## src/rtl/pkt_assembler_mf.sv

```systemverilog
`default_nettype none
// ============================================================================
// Module   : pkt_assembler_mf
// Purpose  : Maps event words onto SpiNNaker multicast packets. Each of
//            NUM_FIELDS mapper fields masks the event, shifts it (signed:
//            positive = right, negative = left) and checks it against an
//            inclusive upper limit. The shifted fields are ORed into a base
//            key. Events with any field over its limit are dropped and
//            counted. Two pipeline stages feed a 2-entry output skid buffer,
//            sustaining one event per cycle.
// Packet   : payload[71:40] | key[39:8] | header[7:0]
//            header[7:2]=0, header[1]=payload flag, header[0]=odd parity
//            over all 72 bits.
// Option   : define PKT_ASM_PAYLOAD_EN to carry the event as payload and set
//            header[1]; otherwise the payload is zero and no payload storage
//            is built.
// Ports    : clk_tb, reset_tb (async, active-high)
//            mp_key_in                 base routing key
//            mp_fld_msk/sft/lmt_in     per-field mask, shift, limit
//            evt_data/vld_in, evt_rdy_out     event input handshake
//            pkt_data/vld_out, pkt_rdy_in     packet output handshake
//            drop_cnt_out, drop_cnt_clr_in    saturating drop counter
// Revision : 1.0 - initial release
// ============================================================================
module pkt_assembler_mf #(
    parameter int NUM_FIELDS = 4,
    parameter int EVT_BITS   = 32,
    parameter int PKT_BITS   = 72,   // packet layout is fixed at 72 bits
    parameter int CNT_BITS   = 16
) (
    input  logic                        clk_tb,
    input  logic                        reset_tb,
    input  logic [31:0]                 mp_key_in,
    input  logic [NUM_FIELDS-1:0][31:0] mp_fld_msk_in,
    input  logic [NUM_FIELDS-1:0][5:0]  mp_fld_sft_in,
    input  logic [NUM_FIELDS-1:0][31:0] mp_fld_lmt_in,
    input  logic [EVT_BITS-1:0]         evt_data_in,
    input  logic                        evt_vld_in,
    output logic                        evt_rdy_out,
    output logic [PKT_BITS-1:0]         pkt_data_out,
    output logic                        pkt_vld_out,
    input  logic                        pkt_rdy_in,
    output logic [CNT_BITS-1:0]         drop_cnt_out,
    input  logic                        drop_cnt_clr_in
);

    // ------------------------------------------------------------------
    // Field extraction (evaluated on the S1 capture edge)
    // ------------------------------------------------------------------
    logic [31:0]                 w_evt32;
    logic [NUM_FIELDS-1:0][31:0] w_fld_v;
    logic [NUM_FIELDS-1:0]       w_fld_out;

    assign w_evt32 = 32'(evt_data_in);

    for (genvar gi = 0; gi < NUM_FIELDS; gi++) begin : g_fld
        logic [31:0] w_m;
        logic [5:0]  w_lsft;
        assign w_m    = w_evt32 & mp_fld_msk_in[gi];
        // Negated shift; -32 (6'b100000) negates to 32, which shifts
        // everything out and yields zero.
        assign w_lsft = 6'd0 - mp_fld_sft_in[gi];
        assign w_fld_v[gi]   = mp_fld_sft_in[gi][5] ? (w_m << w_lsft)
                                                    : (w_m >> mp_fld_sft_in[gi]);
        assign w_fld_out[gi] = (w_fld_v[gi] > mp_fld_lmt_in[gi]);
    end

    // ------------------------------------------------------------------
    // Pipeline state
    // ------------------------------------------------------------------
    logic                        r_run;
    logic                        r_s1_vld;
    logic [31:0]                 r_s1_key;
    logic [NUM_FIELDS-1:0][31:0] r_s1_v;
    logic [NUM_FIELDS-1:0]       r_s1_out;
    logic                        r_s2_vld;
    logic                        r_s2_drop;
    logic [PKT_BITS-1:0]         r_s2_pkt;
    logic [PKT_BITS-1:0]         r_b0;     // buffer head
    logic [PKT_BITS-1:0]         r_b1;
    logic [1:0]                  r_cnt;
    logic [CNT_BITS-1:0]         r_drop_cnt;

    // ------------------------------------------------------------------
    // S2 assembly from the S1 registers
    // ------------------------------------------------------------------
    logic [31:0]         w_key;
    logic                w_drop;
    logic [31:0]         w_payload;
    logic                w_flag;
    logic [6:0]          w_hdr_hi;
    logic                w_parity;
    logic [PKT_BITS-1:0] w_pkt;

    always_comb begin
        w_key  = r_s1_key;
        w_drop = 1'b0;
        for (int i = 0; i < NUM_FIELDS; i++) begin
            w_key  = w_key | r_s1_v[i];
            w_drop = w_drop | r_s1_out[i];
        end
    end

`ifdef PKT_ASM_PAYLOAD_EN
    logic [31:0] r_s1_evt;

    always_ff @(posedge clk_tb or posedge reset_tb) begin
        if (reset_tb) begin
            r_s1_evt <= 32'd0;
        end else if (evt_vld_in && evt_rdy_out) begin
            r_s1_evt <= w_evt32;
        end
    end

    assign w_payload = r_s1_evt;
    assign w_flag    = 1'b1;
`else
    assign w_payload = 32'd0;
    assign w_flag    = 1'b0;
`endif

    assign w_hdr_hi = {6'd0, w_flag};
    // Parity set so the whole packet carries an odd number of ones.
    assign w_parity = ~(^{w_payload, w_key, w_hdr_hi});
    assign w_pkt    = {w_payload, w_key, w_hdr_hi, w_parity};

    // ------------------------------------------------------------------
    // Flow control: every term below comes from registers, so there is
    // no combinational path from pkt_rdy_in to evt_rdy_out. S2 only
    // advances into the buffer when a free entry already exists.
    // ------------------------------------------------------------------
    logic w_buf_space, w_s2_leave, w_s2_take, w_s1_leave;
    logic w_evt_hs, w_push, w_pop;

    assign w_buf_space = (r_cnt != 2'd2);
    assign w_s2_leave  = r_s2_vld & (r_s2_drop | w_buf_space);
    assign w_s2_take   = ~r_s2_vld | w_s2_leave;
    assign w_s1_leave  = r_s1_vld & w_s2_take;
    assign evt_rdy_out = r_run & (~r_s1_vld | w_s2_take);
    assign w_evt_hs    = evt_vld_in & evt_rdy_out;
    // Dropped events leave S2 without touching the buffer.
    assign w_push      = r_s2_vld & ~r_s2_drop & w_buf_space;
    assign w_pop       = pkt_vld_out & pkt_rdy_in;

    assign pkt_vld_out  = (r_cnt != 2'd0);
    assign pkt_data_out = r_b0;
    assign drop_cnt_out = r_drop_cnt;

    always_ff @(posedge clk_tb or posedge reset_tb) begin
        if (reset_tb) begin
            r_run      <= 1'b0;
            r_s1_vld   <= 1'b0;
            r_s1_key   <= 32'd0;
            r_s1_v     <= '0;
            r_s1_out   <= '0;
            r_s2_vld   <= 1'b0;
            r_s2_drop  <= 1'b0;
            r_s2_pkt   <= '0;
            r_b0       <= '0;
            r_b1       <= '0;
            r_cnt      <= 2'd0;
            r_drop_cnt <= '0;
        end else begin
            r_run <= 1'b1;

            // S1: capture event, extracted fields and base key
            if (w_evt_hs) begin
                r_s1_vld <= 1'b1;
                r_s1_key <= mp_key_in;
                r_s1_v   <= w_fld_v;
                r_s1_out <= w_fld_out;
            end else if (w_s1_leave) begin
                r_s1_vld <= 1'b0;
            end

            // S2: assembled packet plus drop decision
            if (w_s1_leave) begin
                r_s2_vld  <= 1'b1;
                r_s2_pkt  <= w_pkt;
                r_s2_drop <= w_drop;
            end else if (w_s2_leave) begin
                r_s2_vld <= 1'b0;
            end

            // Drop counter: clear has priority, increment saturates
            if (drop_cnt_clr_in) begin
                r_drop_cnt <= '0;
            end else if (w_s2_leave && r_s2_drop && (r_drop_cnt != {CNT_BITS{1'b1}})) begin
                r_drop_cnt <= r_drop_cnt + 1'b1;
            end

            // Skid buffer; a push always sees r_cnt < 2 and a pop r_cnt > 0
            case ({w_push, w_pop})
                2'b11: begin
                    r_b0 <= r_s2_pkt;
                end
                2'b10: begin
                    if (r_cnt == 2'd0) begin
                        r_b0 <= r_s2_pkt;
                    end else begin
                        r_b1 <= r_s2_pkt;
                    end
                    r_cnt <= r_cnt + 2'd1;
                end
                2'b01: begin
                    r_b0  <= r_b1;
                    r_cnt <= r_cnt - 2'd1;
                end
                default: begin
                end
            endcase
        end
    end

endmodule
`default_nettype wire

```

## config.mk

```make
export PLATFORM = sky130hd
export DESIGN_NAME = pkt_assembler_mf
export DESIGN_NICKNAME = d
export VERILOG_FILES = /design/src/rtl/pkt_assembler_mf.sv
export SDC_FILE = /design/constraint.sdc
export NUM_CORES = 2
export LEC_CHECK = 0
export ABC_CLOCK_PERIOD_IN_PS = 25600
export CAP_MARGIN = 20
export CORE_AREA = 10 10 227 283
export DETAILED_ROUTE_END_ITERATION = 10
export DIE_AREA = 0 0 237 293
export PLACE_DENSITY_LB_ADDON = 0.3
export SYNTH_ARGS = -nofsm -noshare
export SYNTH_HDL_FRONTEND = slang
export SYNTH_SLANG_ARGS = --single-unit
```

## constraint.sdc

```tcl
create_clock -name clk_tb -period 25.6 [get_ports clk_tb]
set_input_delay 2.56 -clock clk_tb [delete_from_list [all_inputs] [get_ports clk_tb]]
set_output_delay 2.56 -clock clk_tb [all_outputs]
set_load 0.05 [all_outputs]
```

==> key figures <==
Logic synthesis
  • Yosys top cell area share: 0.246
  • Yosys top cell by area: dfrtp_1
  • Syn_area_per_cell: 8.44 um^2
  • Syn. warnings: 0
  • Synth area leaders: dfrtp_1 25%, mux2i_1 10%, mux4_2 9.6%
  • Sequential-to-total area share from yosys stat: 0.246
  • Post-synth top flop: dfrtp_1
  • Asr flop ratio synth: 1.00
  • Synthesized cell area: 29000 um^2
  • Post-synth cell types: 73
  • Synth Register Bits: 285
  • Synth Instances: 3434
  • Post-synth EDFFs: 0

Clock tree
  • Post-CTS sizing: 0
  • Clock Latency Late Sink: 0.57 ns
  • Clock tree buffer depth: 3
  • Postcts setup bufs: 0
  • Reg clk slew, reported paths: 0.07 ns
  • Clk sinks: 285
  • Number of buffers created by CTS: 27
  • H-tree lvl count: 1
  • Root buf cell: clkbuf_16
  • CTS Hold Bufs: 0
  • Clock tree from TritonCTS: yes

Pwr
  • Pwr Total: 2020 uW
  • Pwr per Cell Area: 59.3 nW/um^2
  • Power Internal: 1170 uW
  • Sw Share: 0.422
  • Logic pwr share: 0.486
  • Power share of the clock group: 0.200
  • Reg power frac: 0.314
  • Maximum VDD drop: 0.105 mV
  • Pleak: 0.0155 uW
  • Switching Power: 854 uW

Layout
  • Layout filler cell count: 5349
  • Area grow syn2layout: 17.8%
  • Most common cell after layout, fill and taps aside: nand2_1
  • Most frequent cells in the layout: 466 x nand2_1, 393 x clkdlybuf4s50_1, 366 x o21ai_0
  • Share of cells above drive strength 1: 0.119
  • Fin nets: 4154

Floorplanning
  • Initial Util: 0.492
  • Ports: 439
  • # rows: 100
  • Die extent in y: 293 um
  • Placeable Area: 58900 um^2
  • Total die area: 69400 um^2
  • Die X: 237 um

Route
  • Drt via density: 6.50
  • Routed via count: 29000
  • Drt first pass iters: 8
  • Routed WL per cell: 30.1 um
  • DR DRC count: 0
  • Post-DRT Antenna Nets: 0
  • Final wirelength: 134 mm
  • DRT iter0 DRCs: 3558

Setup path
  • Flop-to-flop setup slack: 22.05 ns
  • Crit Reg-Reg Startpoint: r_cnt[0]$_DFFE_PP0P_
  • Reg-to-Reg End: r_s1_v[94]$_DFFE_PP0P_
  • Critical Path End Type: flip-flop
  • Critical Path Fanout Max: 53
  • Critical path launch point type: input port
  • Arr. time, crit path: 8.45 ns
  • Worst Path Required: 26.05 ns
  • WS Path Type: input port to flip-flop
  • Reg2Reg Depth: 7

Timing
  • Final period util: 0.312
  • Skew final: 0.0204 ns
  • Fmax achieved: 125 MHz
  • Relative slew slack: 0.266
  • Final setup violation count: 0
  • Final Hold Viols: 0
  • RSZ-0062 raised after global routing: false
  • Setup TNS: 0 ns
  • Worst-Margin Slew: 1.10 ns
  • Min Clock Period, post-route: 8.00 ns
  • Max-slew violations: 0

Flow run
  • Max-Cap Viols: 0

Hold path
  • Hold path startpoint: r_s1_key[23]$_DFFE_PP0P_
  • Endpoint with the worst hold slack: r_s1_key[23]$_DFFE_PP0P_
  • Worst hold path class: flip-flop to flip-flop
  • Hold depth: 2

GRT
  • Grt total ovfl: 0
  • First-pass GRT wire length: 192 mm
  • Initial antenna violation count: 8
  • Largest net degree at the start of global routing: 143
  • All-Layer GR Usage: 0.369
  • Vias in the first global route: 28300

Status
  • Outcome: complete, no violations

Placed design
  • DP Wirelength: 109 mm
  • Routability Congestion: 1.10
  • PortBufs: 399
==> layout make-up <==
type / instances / area, um^2 / area share
Inverter: 165 / 627 / 0.0184
Antenna cell: 3 / 7.51 / 0.000220
Clock inverter: 8 / 81.3 / 0.00238
Timing Repair Buffer: 463 / 4500 / 0.132
Sequential cell: 285 / 7130 / 0.209
Multi-Input combinational cell: 2728 / 20100 / 0.588
Tap cell: 765 / 957 / 0.0280
Clock buffer: 38 / 767 / 0.0225
==> state kept, by name (all words and copies together), names as in the netlist <==
| name | cells |
|---|---|
| r_s2_vld | 1 |
| r_s1_vld | 1 |
| r_s1_v | 128 |
| r_s2_drop | 1 |
| r_b1 | 33 |
| pkt_data_out | 33 |
| r_s1_out | 4 |
| r_cnt | 2 |
| r_run | 1 |
| r_s2_pkt | 33 |
| drop_cnt_out | 16 |
| r_s1_key | 32 |
==> power groups by stage <==
stage | logic (uW) | registers [uW] | clock network, uW
5_1_grt | 1050 | 646 | 424
3_5_place_dp | 958 | 641 | 0
4_1_cts | 961 | 633 | 407
6_report | 982 | 636 | 405
3_3_place_gp | 953 | 637 | 0
2_1_floorplan | 569 | 687 | 0
==> metrics by stage <==
stage                     hold WS, ns  instances  setup slack, ns  area (um^2)   util
final                           0.469       4455            17.60        34100  0.579
after global routing            0.484       4453            17.25        34100  0.579
after CTS                       0.471       4448            17.75        34000  0.578
after detailed placement        0.453       4402            17.18        33200  0.563
after global placement          0.449       4402            17.20        33200  0.563
after floorplan                 0.437       3472            15.18        29100      -
==> cell usage after synthesis, types with 12 or more instances <==
library cell    n
mux2_2        158
o22ai_1        27
a22o_1         37
clkbuf_1      146
a31oi_1        15
o211ai_1       75
o2bb2ai_1      16
a21oi_1        87
o32ai_1        17
nor3_1         32
mux4_2        123
mux2i_1       299
xnor2_1        44
inv_1         153
buf_1          25
o21ai_1        45
or4_1          35
xor2_1         20
nand3_1       171
o21ai_0       367
nand2b_1       12
a2bb2oi_1      16
dfrtp_1       285
o21a_1         17
nor2_1        250
nand2_1       467
buf_2          75
buf_4          47
or3_1          13
a21o_1         50
nand4_1        25
ha_1          135
==> kinds of logic after synthesis <==
family,after synthesis,synth area share
XOR/XNOR,72,0.0250
AO/OA/AOI/OAI,836,0.178
buffers and inverters,459,0.0688
multiplexers,582,0.261
adder cells (fa/ha/maj),135,0.0583
AND/OR/NAND/NOR,1063,0.162
other,2,0.000259
flip-flops,285,0.246
==> worst max-delay path by stage <==
stage	end	from
floorplan	drop_cnt_out[0]$_DFFE_PP0P_	reset_tb
global placement	r_s1_out[3]$_DFFE_PP0P_	mp_fld_sft_in[18]
detailed placement	r_s1_out[3]$_DFFE_PP0P_	mp_fld_sft_in[18]
CTS	r_s1_out[3]$_DFFE_PP0P_	mp_fld_sft_in[18]
global route	r_s1_out[3]$_DFFE_PP0P_	mp_fld_sft_in[18]
finish	r_s1_out[3]$_DFFE_PP0P_	mp_fld_sft_in[18]
==> worst max-delay path, stage by stage <==
cell,delay [ns]
buf_2,0.66
buf_4,0.54
inv_1,0.16
ha_1,0.51
inv_1,0.20
buf_4,0.37
mux4_2,0.61
mux2i_1,0.20
nor2_1,0.06
a21oi_1,0.13
o22ai_1,0.14
ha_1,0.33
and3_1,0.19
nand4_1,0.13
or3_1,0.40
or4_1,0.55
or4_1,0.52
o221a_2,0.14
==> metal layers <==
layer / vias to the layer above / share of wire / GRT usage
li1: 12900 / - / -
met1: 13800 / 0.37 / 0.443
met2: 1796 / 0.45 / 0.587
met3: 421 / 0.098 / 0.0819
met4: 2 / 0.080 / 0.245
met5: - / 0.000090 / 0
Power figures use the tool's default switching activity.
